File: src/rtl/median_sample_pacer.sv
// rtl/median_sample_pacer.sv - buffered fixed-rate sample source for the median filter
// Upstream valid/ready samples are queued, then replayed as one-cycle strobes every SAMPLE_DIV cycles.

module median_sample_fifo #(
   parameter int WIDTH = 16,
   parameter int DEPTH = 16
) (
   input  logic                     clk,
   input  logic                     srst,
   input  logic                     push,
   input  logic [WIDTH-1:0]         push_data,
   input  logic                     pop,
   output logic [WIDTH-1:0]         head,
   output logic [$clog2(DEPTH):0]   level,
   output logic                     full,
   output logic                     empty
);

   localparam int AW = $clog2(DEPTH);
   localparam int LW = AW + 1;

   logic [WIDTH-1:0] mem [DEPTH];
   logic [AW-1:0]    wr_ptr;
   logic [AW-1:0]    rd_ptr;
   logic [LW-1:0]    count;

   always_ff @(posedge clk) begin
      if (push) begin
         mem[wr_ptr] <= push_data;
      end
   end

   // Pointers wrap naturally because DEPTH is a power of two.
   always_ff @(posedge clk) begin
      if (srst) begin
         wr_ptr <= '0;
         rd_ptr <= '0;
         count  <= '0;
      end else begin
         if (push) begin
            wr_ptr <= wr_ptr + AW'(1);
         end
         if (pop) begin
            rd_ptr <= rd_ptr + AW'(1);
         end
         case ({push, pop})
            2'b10:   count <= count + LW'(1);
            2'b01:   count <= count - LW'(1);
            default: count <= count;
         endcase
      end
   end

   assign head  = mem[rd_ptr];
   assign level = count;
   assign full  = (count == LW'(DEPTH));
   assign empty = (count == '0);

endmodule

module median_sample_pacer #(
   parameter int DATA_WIDTH   = 16,
   parameter int SAMPLE_DIV   = 10,
   parameter int FIFO_DEPTH   = 16,
   parameter int START_THRESH = 4
) (
   input  logic                          ck100m,
   input  logic                          srst,
   input  logic                          run,
   input  logic                          s_valid,
   input  logic [DATA_WIDTH-1:0]         s_data,
   output logic                          s_ready,
   output logic                          out_enable,
   output logic [DATA_WIDTH-1:0]         out_data,
   output logic [$clog2(FIFO_DEPTH):0]   level,
   output logic                          underrun,
   output logic                          busy
);

   localparam int LW = $clog2(FIFO_DEPTH) + 1;
   localparam int CW = $clog2(SAMPLE_DIV);

   typedef enum logic [1:0] {
      S_IDLE   = 2'd0,
      S_PRIME  = 2'd1,
      S_STREAM = 2'd2
   } state_t;

   state_t                state;
   state_t                state_nxt;
   logic [CW-1:0]         cnt;
   logic                  boundary;
   logic                  enter_stream;
   logic                  pop;
   logic                  set_underrun;
   logic                  push;
   logic                  fifo_full;
   logic                  fifo_empty;
   logic [DATA_WIDTH-1:0] fifo_head;

   assign s_ready = !fifo_full && !srst;
   assign push    = s_valid && s_ready;
   assign busy    = (state != S_IDLE);

   median_sample_fifo #(
      .WIDTH (DATA_WIDTH),
      .DEPTH (FIFO_DEPTH)
   ) u_fifo (
      .clk       (ck100m),
      .srst      (srst),
      .push      (push),
      .push_data (s_data),
      .pop       (pop),
      .head      (fifo_head),
      .level     (level),
      .full      (fifo_full),
      .empty     (fifo_empty)
   );

   assign boundary = (state == S_STREAM) && (cnt == CW'(SAMPLE_DIV - 1));

   always_ff @(posedge ck100m) begin
      if (srst) begin
         state <= S_IDLE;
      end else begin
         state <= state_nxt;
      end
   end

   // Dropping run wins over reaching the threshold so a stop request is never delayed.
   always_comb begin
      state_nxt    = state;
      enter_stream = 1'b0;
      pop          = 1'b0;
      set_underrun = 1'b0;
      case (state)
         S_IDLE: begin
            if (run) begin
               state_nxt = S_PRIME;
            end
         end
         S_PRIME: begin
            if (!run) begin
               state_nxt = S_IDLE;
            end else if (level >= LW'(START_THRESH)) begin
               state_nxt    = S_STREAM;
               enter_stream = 1'b1;
            end
         end
         S_STREAM: begin
            if (boundary) begin
               if (!run) begin
                  state_nxt = S_IDLE;
               end else if (!fifo_empty) begin
                  pop = 1'b1;
               end else begin
                  set_underrun = 1'b1;
               end
            end
         end
         default: begin
            state_nxt = S_IDLE;
         end
      endcase
   end

   always_ff @(posedge ck100m) begin
      if (srst || state == S_IDLE || enter_stream) begin
         cnt <= '0;
      end else if (cnt == CW'(SAMPLE_DIV - 1)) begin
         cnt <= '0;
      end else begin
         cnt <= cnt + CW'(1);
      end
   end

   // The strobe lands on the cycle after the boundary, together with the popped head.
   always_ff @(posedge ck100m) begin
      if (srst) begin
         out_enable <= 1'b0;
         out_data   <= '0;
         underrun   <= 1'b0;
      end else begin
         out_enable <= pop;
         if (pop) begin
            out_data <= fifo_head;
         end
         if (set_underrun) begin
            underrun <= 1'b1;
         end
      end
   end

endmodule

File: config.mk
export PLATFORM = sky130hd
export DESIGN_NAME = median_sample_pacer
export DESIGN_NICKNAME = d
export VERILOG_FILES = /design/src/rtl/median_sample_pacer.sv
export SDC_FILE = /design/constraint.sdc
export NUM_CORES = 1
export LEC_CHECK = 0
export ABC_AREA = 1
export CAP_MARGIN = 10
export CORE_MARGIN = 2
export CORE_UTILIZATION = 61
export DETAILED_ROUTE_END_ITERATION = 8
export PLACE_DENSITY_LB_ADDON = 0.1
export SLEW_MARGIN = 20
export SYNTH_ARGS = -nofsm -noshare
export SYNTH_HDL_FRONTEND = slang
export SYNTH_SLANG_ARGS = --single-unit
File: constraint.sdc
create_clock -name ck100m -period 2.6 [get_ports ck100m]
set_clock_uncertainty 0.05 [all_clocks]
set_input_delay 0.39 -clock ck100m [delete_from_list [all_inputs] [get_ports ck100m]]
set_output_delay 0.39 -clock ck100m [all_outputs]
set_load 0.01 [all_outputs]
======== Yosys cells after proc, flatten, opt, wreduce, memory -nomap -nowiden ========
Memory sizes are Yosys's and may differ from the RTL's. A register that Yosys moved wholly into a read port is not among the register bits.
Cells that the tools add are included.
word-level totals
  bits in registers ....................... 21
  bits in writable memories ............... 256
  input bits .............................. 20
  output and inout port bits .............. 25
  word-level logic and storage cells ...... 57
  memories ................................ 1
memory list
  memory      depth  bits a word  rd ports  clocked after Yosys merged registers in  write ports  RTL line  text
  u_fifo.mem  16     16           1         1                                        1            22        logic [WIDTH-1:0] mem [DEPTH];
cells by class
  $add $sub $neg .......................... 5
  $lt $le $gt $ge ......................... 1
  equality and inequality tests ........... 10
  multiplexer cells ....................... 20
  reduce and logical (&&, ||, !) cells .... 13
operators by type and width
  operator                                             number
  two-way mux 1 bit                                    13
  adder 4 x 1 -> 4 bit, second input constant          3
  two-way mux 2 bit                                    5
  case mux 5 bit (2 select lines)                      1
  != test 2 bit, second input constant                 3
  case mux 2 bit (3 select lines)                      1
  adder 5 x 1 -> 5 bit, second input constant          1
  == test 5 bit, second input constant                 1
  >= comparator 5 x 3 -> 1 bit, second input constant  1
  zero test 5 bit                                      1
  subtractor 5 x 1 -> 5 bit, second input constant     1
  == test 2 x 1 -> 1 bit, second input constant        2
  == test 2 bit, second input constant                 2
  == test 4 bit, second input constant                 1
  AND reduction 4 bit                                  1
  nonzero test 2 bit                                   2
  logical AND 1 bit                                    3
  != test 3 bit, second input constant                 1
  zero test 1 bit                                      2
  zero test 2 bit                                      1
  logical OR 1 bit                                     2
  OR reduction 2 bit                                   1

======== Depth between registers and ports, before layout ========
Gate-level depths: netlist of run 1.
  depth in word-level cells ............... 7
  depth in mapped cells ................... 16
  mapped depth without buffers ............ 15

======== Modules after synthesis ========
Synthesis of run 1 repeated with hierarchy kept, for this count alone.
unflattened totals
  cell total of the unflattened synthesis .. 1,063
  area, all modules ....................... 12,345.6 sq um
by module, submodules not included
  module               instances  cells an instance  area each (sq um)  sequential area each (sq um)
  median_sample_fifo   1          939                11,307.1           8,027.7
  median_sample_pacer  1          124                1,038.5            480.5

======== Worst setup path after synthesis of run 1 ========
OpenSTA, ideal clock, no wires.
  path type ............................... register to register
  start point ............................. register u_fifo.count[2] (netlist: u_fifo.level[2])
  end point ............................... register u_fifo.count[4] (netlist: u_fifo.level[4])
  library setup time ...................... 0.132 ns
  arrival ................................. 2.146 ns
  required time ........................... 2.418 ns
  slack ................................... 0.272 ns
  cell stages (with the launch flop) ...... 16
  buffers on the path ..................... 1
  clock period less this slack ............ 2.328 ns
  cell sequence ........................... dfxtp_1 -> nor2_1 -> nand2_1 -> inv_2 -> nand2_2 -> nand3_2 -> inv_4 -> buf_4 -> ha_1 -> fa_1 -> a21oi_1 -> nor2_1 -> o21bai_1 -> nand2_1 -> nand2_1 -> a21oi_1
between the ends
  cells in the longest elaborated chain, start to end .. 7
  elaborated cells between the ends (all ways) .. 15
  those cells by class .................... add/sub: 2; eq/ne: 3; mux: 5; reduce/logical: 5
RTL lines
  what                                                                          RTL line  text
  from (decl)                                                                   25        logic [LW-1:0] count;
  from (signal assigned)                                                        47        2'b10: count <= count + LW'(1);
  from (signal assigned)                                                        48        2'b01: count <= count - LW'(1);
  from (signal assigned)                                                        49        default: count <= count;
  zero test 5 bit (*)                                                           57        assign empty = (count == '0);
  two-way mux 1 bit (*)                                                         154       end else if (!fifo_empty) begin
  two-way mux 1 bit (*)                                                         152       if (!run) begin
  two-way mux 1 bit (*)                                                         151       if (boundary) begin
  two-way mux 1 bit (*)                                                         136       case (state)
  named net pop                                                                 94        logic pop;
  == test 2 x 1 -> 1 bit / == test 2 bit (equally long branches)                46        case ({push, pop})
  case mux 5 bit (2 select lines) / nonzero test 2 bit (equally long branches)  -
The timed path passes the listed nets; every way through them passes the cells marked *.
A chain may end at the register's enable or synchronous reset.

======== Worst setup path after layout of run 1 ========
  start point ............................. register cnt[0]
  end point ............................... register u_fifo.count[3] (netlist: u_fifo.level[3])
between the ends
  cells in the longest elaborated chain, start to end .. 6
  elaborated cells between the ends (all ways) .. 8
  those cells by class .................... eq/ne: 3; mux: 3; reduce/logical: 2
RTL lines
  what                                                                          RTL line  text
  from (decl)                                                                   91        logic [CW-1:0] cnt;
  from (signal assigned)                                                        173       cnt <= cnt + CW'(1);
  == test 4 bit (*)                                                             120       assign boundary = (state == S_STREAM) && (cnt == CW'(SAMPLE_DIV - 1));
  logical AND 1 bit (*)                                                         120
  two-way mux 1 bit (*)                                                         151
  two-way mux 1 bit (*)                                                         136
  == test 2 x 1 -> 1 bit / == test 2 bit (equally long branches)                46
  case mux 5 bit (2 select lines) / nonzero test 2 bit (equally long branches)  -
Mark *: on every way between the ends. The rest lies on a longest branch, timed or not.

==> metrics.md, run 1 <==
| Metric | Value |
|---|---|
| Run status | complete, no violations |
| Syn Nets | 1280 |
| Placed Instances | 1548 |
| Kind of launch point of the worst setup path | register |
| Critical path type | register to register |
| Post-DRT Antenna Nets | 0 |
| Highest attainable clock frequency | 423.4 MHz |
| Initial DRC Count | 781 |
| Sequential-to-total area share from yosys stat | 67.24% |
| Dominant combinational cell family by area after synthesis | simple AND/OR/NAND/NOR gates |
| Die H | 147.3 um |
| RSZ-0062 raised after global routing | no |
| Shortest clock period the worst path allows after layout | 2362 ps |
| Insertion delay to the later sink of the worst-skew pair | 550 ps |
| Die Footprint | 21710 sq um |
| Maximum ir drop on the vdd rail | 0.5578 mV |
| Total of max-cap violations | 0 |
| H-tree level count | 1 |
| Count of port buffers added during placement | 44 |
| Critical path's slowest cell | sky130_fd_sc_hd__dfxtp_1 |
| Clock tree buffer depth | 3 |
| Synthesized flop and latch total | 293 |
| Peak per-stage delay on the critical path | 370 ps |
| Clock root buffer | sky130_fd_sc_hd__clkbuf_16 |
| Path category of the worst min-delay check | register to register |
| Initial core utilization | 62.15% |
| Dpl cell area | 13440 sq um |
| Commonest cells in the synthesized netlist | sky130_fd_sc_hd__nand2_1, sky130_fd_sc_hd__edfxtp_1, sky130_fd_sc_hd__nand3_1 |
| Most frequent cell on the critical path | sky130_fd_sc_hd__ha_1 |
| Worst slack after detailed placement | 2.098 ps |
| Number of enable-type register cells in the synthesized netlist | 256 |
| R2R depth | 12 |
| Post-route setup TNS | 0 ps |
| Tightest slew margin relative to the limit | 48.65% |
| Setup slack after layout | 237.9 ps |
| Synthesized-area fraction occupied by ao, oa, aoi and oai cells | 0.9383% |
| Area share of xor/xnor cells in the synthesized design | 0.5590% |
| Placement row count | 52 |
| First-pass GRT wire length | 44800 um |
| Worst path cell trace | ha_1, nand2_1, nor2_1, nand3_2, inv_4, ha_1, ha_1, a21oi_1, nand2_1, xor2_1, o21ai_0, inv_1 |
| Half-perimeter wire length after placement | 16820 um |
| Maximum number of pins on one net before global-route repair | 131 |
| Routability congestion estimate | 0.8241 |
| Kind of capture point of the worst setup path | register |
| Hold Path Cell Cnt | 1 |
| Leading area contributor after synthesis | sky130_fd_sc_hd__edfxtp_1 |
| Vias/cell | 5.322 |
| Internal reg-to-reg setup slack | 240 ps |
| Vias in the first global route | 8296 |
| Final Hold Fails | 0 |
| Arrival time of data at the critical path endpoint | 2750 ps |
| Count of pins on the block boundary | 45 |
| Initial antenna violation count | 1 |
| Core Region | 20170 sq um |
| DRC errors left | 0 |
| Number of instances in the synthesized netlist | 1248 |
| Synth async-reset ratio | 0% |
| Post-route clock period utilization | 90.85% |
| Clock tree from TritonCTS | yes |
| Top flip-flop cell by instance count after synthesis | sky130_fd_sc_hd__edfxtp_1 |
| Most used standard cell by instance count after synthesis | sky130_fd_sc_hd__nand2_1 |
| Area growth from synthesis to final layout | 14.70% |
| Routed wire length per instance | 17.95 um |
| P_leak | 6.004 nW |
| Area share of the largest cell type after synthesis | 61.33% |
| Wire length after detailed routing | 28780 um |
| # clock sinks | 293 |
| Share of cell area taken by muxes after synthesis | 0% |
| Overall global routing resource usage | 26.95% |
| Layout net count | 1341 |
| Final-report max-slew violation count | 0 |
| Crit-path max FO | 5 |
| Category of cells accounting for the largest share of critical-path delay | adder cells |
| Cts bufs inserted | 29 |
| Required arrival time at the worst endpoint | 2990 ps |
| Power Total | 9.465 mW |
| WP buf/inv | 2 |
| Number of post-CTS setup repair buffers | 0 |
| Gr ovfl total | 0 |
| Basic-gate share of the synthesized area counting and, or, nand and nor cells | 22.53% |
| Average cell area after synthesis | 10.04 sq um |
| Design area | 14380 sq um |
| PD cells | 658.3 nW/um^2 |
| Leading post-synthesis cells by cell area | sky130_fd_sc_hd__edfxtp_1, sky130_fd_sc_hd__nand2_1, sky130_fd_sc_hd__nand3_1 |
| Count of endpoints failing setup in the final report | 0 |
| Yosys warnings | 0 |
| Netlist cell types | 27 |
| Clk pin slew, worst setup/hold paths | 60 ps |
| Chip Width | 147.3 um |
| Number of detailed-routing iterations run before antenna repair | 7 |
| Total standard cell area after synthesis | 12530 sq um |
| Share of layout cells above drive strength 1 | 8.408% |
| Worst Max-Slew Pin Slew | 765.5 ps |
| Logic depth of the worst path, buffers included | 12 |
| Final std cells w/o fill | 1603 |
| Count of vias placed by the detailed router | 8531 |
| Adder-cell share of the synthesized area | 1.258% |
==> cells in the final DEF, fill, tap and decap left out, types with 3 or more instances in the layout <==
cell type	instances
sky130_fd_sc_hd__nor2_2	18
sky130_fd_sc_hd__dfxtp_1	35
sky130_fd_sc_hd__clkinv_2	6
sky130_fd_sc_hd__nand4_1	3
sky130_fd_sc_hd__buf_4	40
sky130_fd_sc_hd__edfxtp_1	256
sky130_fd_sc_hd__clkdlybuf4s50_1	44
sky130_fd_sc_hd__o21ai_0	5
sky130_fd_sc_hd__clkbuf_1	10
sky130_fd_sc_hd__buf_12	4
sky130_fd_sc_hd__ha_1	11
sky130_fd_sc_hd__clkbuf_16	29
sky130_fd_sc_hd__xor2_1	7
sky130_fd_sc_hd__a21oi_1	12
sky130_fd_sc_hd__nor2_1	55
sky130_fd_sc_hd__inv_1	164
sky130_fd_sc_hd__clkbuf_8	5
sky130_fd_sc_hd__clkinv_1	3
sky130_fd_sc_hd__nand2_1	424
sky130_fd_sc_hd__nand3_1	184
==> worst reg2reg max path: cells and delay by family (launching register included) <==
kind | cells | cell delay [ps]
flops | 1 | 370
fa+ha+maj | 3 | 770
buf+inv | 2 | 120
simple gates | 4 | 480
xor+xnor | 1 | 140
compound gates | 2 | 320
==> power breakdown <==
| group | total [mW] | switching [mW] | internal (mW) |
|---|---|---|---|
| logic | 0.228 | 0.153 | 0.0745 |
| clock network | 4.08 | 1.68 | 2.40 |
| registers | 5.16 | 0.0166 | 5.14 |
| total | 9.46 | 1.85 | 7.61 |
==> flip-flops by register name (all words and copies together), names as in the netlist <==
signal,flops
u_fifo.mem,256
underrun,1
u_fifo.level,5
state,2
out_enable,1
u_fifo.wr_ptr,4
cnt,4
out_data,16
u_fifo.rd_ptr,4
==> repair_timing <==
item / 4_1_cts / 5_1_grt
setup endpoints to repair: 0 / 1
gates resized for setup: 0 / 1
hold buffers: 0 / 0
==> path summary, 6_finish.rpt <==
path                           from                      endpoint
setup / recovery  cnt[0]$_SDFF_PP0_  u_fifo.level[3]$_SDFFE_PP0P_
hold / removal    cnt[0]$_SDFF_PP0_             cnt[0]$_SDFF_PP0_
setup reg to reg  cnt[0]$_SDFF_PP0_  u_fifo.level[3]$_SDFFE_PP0P_
hold reg to reg   cnt[0]$_SDFF_PP0_             cnt[0]$_SDFF_PP0_
==> logic make-up after synthesis <==
family	Yosys count
adder cells (fa/ha/maj)	12
XOR/XNOR	8
AO/OA/AOI/OAI	22
buffers and inverters	227
AND/OR/NAND/NOR	686
flip-flops	293
==> routing by layer <==
metal / track usage (%) / wire length (um) / vias to the layer above
met5: 0 / 0 / -
met3: 4.534 / 2009 / 45
met4: 7.692 / 624 / 0
met2: 46.10 / 14250 / 300
li1: - / - / 4157
met1: 36.04 / 11890 / 4029
==> per-stage QoR <==
step	hold slack, ps	util [%]
floorplan	383.4	-
global placement	397.9	66.63
detailed placement	405.7	66.63
CTS	419.7	71.26
global route	434.0	71.27
finish	411.5	71.28
==> area by class of cell <==
| class | count | area [sq um] |
|---|---|---|
| antenna | 1 | 2.502 |
| tap | 270 | 337.8 |
| fill | 1483 | 5792 |
| timing repair buffer | 88 | 820.8 |
| clock buffer | 44 | 832.0 |
| clock inverter | 10 | 101.3 |
| sequential | 293 | 8433 |
| multi-input combinational | 728 | 3212 |
| inverter | 169 | 638.1 |
No activity file was read; power rests on OpenSTA's default activity.
==> run 2, diff against run 1 <==
--- a/config.mk
+++ b/config.mk
@@ -8,10 +8,11 @@
 export ABC_AREA = 1
 export CAP_MARGIN = 10
 export CORE_MARGIN = 2
-export CORE_UTILIZATION = 61
+export CORE_UTILIZATION = 64
 export DETAILED_ROUTE_END_ITERATION = 8
 export PLACE_DENSITY_LB_ADDON = 0.1
 export SLEW_MARGIN = 20
 export SYNTH_ARGS = -nofsm -noshare
 export SYNTH_HDL_FRONTEND = slang
 export SYNTH_SLANG_ARGS = --single-unit
+export TNS_END_PERCENT = 50
==> constraint.sdc (replaced) <==
create_clock -name ck100m -period 3 [get_ports ck100m]
set_clock_uncertainty 0.05 [all_clocks]
set_input_delay 0.45 -clock ck100m [delete_from_list [all_inputs] [get_ports ck100m]]
set_output_delay 0.45 -clock ck100m [all_outputs]
set_load 0.01 [all_outputs]
==> run 2 against run 1 <==
Against the previous run: fmax fell by 1.5%; largest cell class unchanged; utilization is 3.1 points higher; total power shrank 13%; hold slack better by 6.1 ps; largest power group unchanged.
==> metrics.md, run 2 (synthesized netlist as in run 1, its figures left out) <==
| Metric | Value |
|---|---|
| Total of max-cap violations | 0 (unchanged) |
| Shortest clock period the worst path allows after layout | 2397 ps (+34.96 ps) |
| Chip Width | 143.9 um (-2.3%) |
| Highest attainable clock frequency | 417.2 MHz (-1.5%) |
| Vias/cell | 5.482 (+3.0%) |
| Layout net count | 1338 (-0.22%) |
| Power Total | 8.222 mW (-13%) |
| Crit-path max FO | 6 (+1) |
| Number of flip-flops under the largest register name | 256 (unchanged) |
| Critical path type | register to register |
| Clock tree buffer depth | 3 (unchanged) |
| DRC errors left | 0 (unchanged) |
| Maximum ir drop on the vdd rail | 0.4928 mV (-12%) |
| Filler cell count in the final layout | 1315 (-11%) |
| Kind of launch point of the worst setup path | register |
| First-pass GRT wire length | 46180 um (+3.1%) |
| Clk pin slew, worst setup/hold paths | 60 ps (about the same) |
| # clock sinks | 293 (unchanged) |
| Initial antenna violation count | 0 (-1) |
| Initial core utilization | 64.83% (+2.7 points) |
| Final-report max-slew violation count | 0 (unchanged) |
| Required arrival time at the worst endpoint | 3400 ps (+410 ps) |
| Overall global routing resource usage | 29.79% (+2.8 points) |
| Clock root buffer | sky130_fd_sc_hd__clkbuf_16 |
| Number of antenna repair diodes | 0 (-1) |
| Arrival time of data at the critical path endpoint | 2800 ps (+50 ps) |
| H-tree level count | 1 (unchanged) |
| Clock tree from TritonCTS | yes |
| Run status | complete, no violations |
| Placement row count | 51 (-1.9%) |
| Count of pins on the block boundary | 45 (unchanged) |
| Count of vias placed by the detailed router | 8738 (+2.4%) |
| Kind of capture point of the worst setup path | register |
| Initial DRC Count | 916 (+17%) |
| Worst path cell trace | ha_1, nand2_1, nor2_1, nand3_2, inv_4, ha_1, ha_1, a21oi_1, nand2_1, xor2_1, o21ai_0, inv_1 |
| Commonest non-fill, non-tap cell in the layout | sky130_fd_sc_hd__nand2_1 |
| Half-perimeter wire length after placement | 17250 um (+2.6%) |
| Wire length after detailed routing | 29950 um (+4.1%) |
| Most frequent cell on the critical path | sky130_fd_sc_hd__ha_1 |
| Area growth from synthesis to final layout | 14.70% (unchanged) |
| Final Hold Fails | 0 (unchanged) |
| Maximum number of pins on one net before global-route repair | 131 (unchanged) |
| Number of detailed-routing iterations run before antenna repair | 9 (+2) |
| Core Region | 19330 sq um (-4.1%) |
| Die H | 143.9 um (-2.3%) |
| Core occupancy in the finished layout | 74.36% (+3.1 points) |
| Count of port buffers added during placement | 44 (unchanged) |
| Placed Instances | 1539 (-0.58%) |
| RSZ-0062 raised after global routing | no |
| Cells resized by post-CTS repair | 0 (unchanged) |
| Final std cells w/o fill | 1594 (-0.56%) |
| Worst slack after detailed placement | 202.2 ps (+200.1 ps) |
| Vias in the first global route | 8546 (+3.0%) |
| Peak per-stage delay on the critical path | 380 ps (about the same) |
| Count of endpoints failing setup in the final report | 0 (unchanged) |
| P_leak | 6.010 nW (+0.11%) |
| Top register by number of flip-flops | u_fifo.mem |
| Path category of the worst min-delay check | register to register |
| Post-route setup TNS | 0 ps (unchanged) |
| Hold-fix buffers, CTS | 0 (unchanged) |
| PD cells | 571.8 nW/um^2 (-13%) |
| Gr ovfl total | 0 (unchanged) |
| Setup slack after layout | 603.0 ps (+365.0 ps) |
| Worst Max-Slew Pin Slew | 882.0 ps (+116.5 ps) |
| Insertion delay to the later sink of the worst-skew pair | 560 ps (about the same) |
| Critical path's slowest cell | sky130_fd_sc_hd__dfxtp_1 |
| Post-DRT Antenna Nets | 0 (unchanged) |
| Cts bufs inserted | 30 (+3.4%) |
| Share of layout cells above drive strength 1 | 8.427% (+0.019 points) |
| Routed wire length per instance | 18.79 um (+4.7%) |
| Die Footprint | 20720 sq um (-4.6%) |
| Routability congestion estimate | 0.8488 (+3.0%) |
| Tightest slew margin relative to the limit | 40.84% (-7.8 points) |
| Number of post-CTS setup repair buffers | 0 (unchanged) |
| Most frequent cells in the layout | sky130_fd_sc_hd__nand2_1, sky130_fd_sc_hd__edfxtp_1, sky130_fd_sc_hd__nand3_1 |
| Post-route clock period utilization | 79.90% (-11 points) |
## run 2: layer usage
layer | GRT usage [%] | part of all wire (%) | up-vias
met5 | 0 | 0 | -
met3 | 5.332 | 8.4 | 79
met1 | 39.60 | 39 | 4117
met4 | 10.53 | 3.5 | 0
li1 | - | - | 4151
met2 | 49.87 | 49 | 391
## run 2: final timing paths
path	start	endpoint	slack, ps	cells after the start
max	cnt[0]$_SDFF_PP0_	u_fifo.level[3]$_SDFFE_PP0P_	600	12
min	cnt[0]$_SDFF_PP0_	cnt[0]$_SDFF_PP0_	420	1
max reg2reg	cnt[0]$_SDFF_PP0_	u_fifo.level[3]$_SDFFE_PP0P_	600	12
min reg2reg	cnt[0]$_SDFF_PP0_	cnt[0]$_SDFF_PP0_	420	1
## run 2: layout make-up
type / count / area [sq um] / area share (%)
repair buffers: 84 / 815.8 / 5.674
well taps: 265 / 331.6 / 2.306
clock inverters: 16 / 115.1 / 0.8006
flip-flops and latches: 293 / 8433 / 58.65
multi-input cells: 728 / 3209 / 22.32
inverters: 169 / 638.1 / 4.438
clock buffers: 39 / 834.6 / 5.805
## run 2: metrics by stage
stage | area, sq um | hold WS, ps
5_1_grt | 14380 | 424.4
6_report | 14380 | 417.6
3_5_place_dp | 13430 | 404.6
4_1_cts | 14380 | 417.0
3_3_place_gp | 13430 | 401.5
2_1_floorplan | 12530 | 383.4
## run 2: critical path: cells and delay by family (launching register included)
family	cells	cell delay, ps
AO/OA/AOI/OAI	2	290
flip-flops	1	380
adder cells (fa/ha/maj)	3	780
AND/OR/NAND/NOR	4	530
buffers and inverters	2	150
XOR/XNOR	1	140
## run 2: power by group
group	internal (mW)	switching, mW	total, mW
Clock	2.04	1.51	3.55
Combinational	0.0658	0.135	0.201
Sequential	4.46	0.0146	4.47
Total	6.56	1.66	8.22
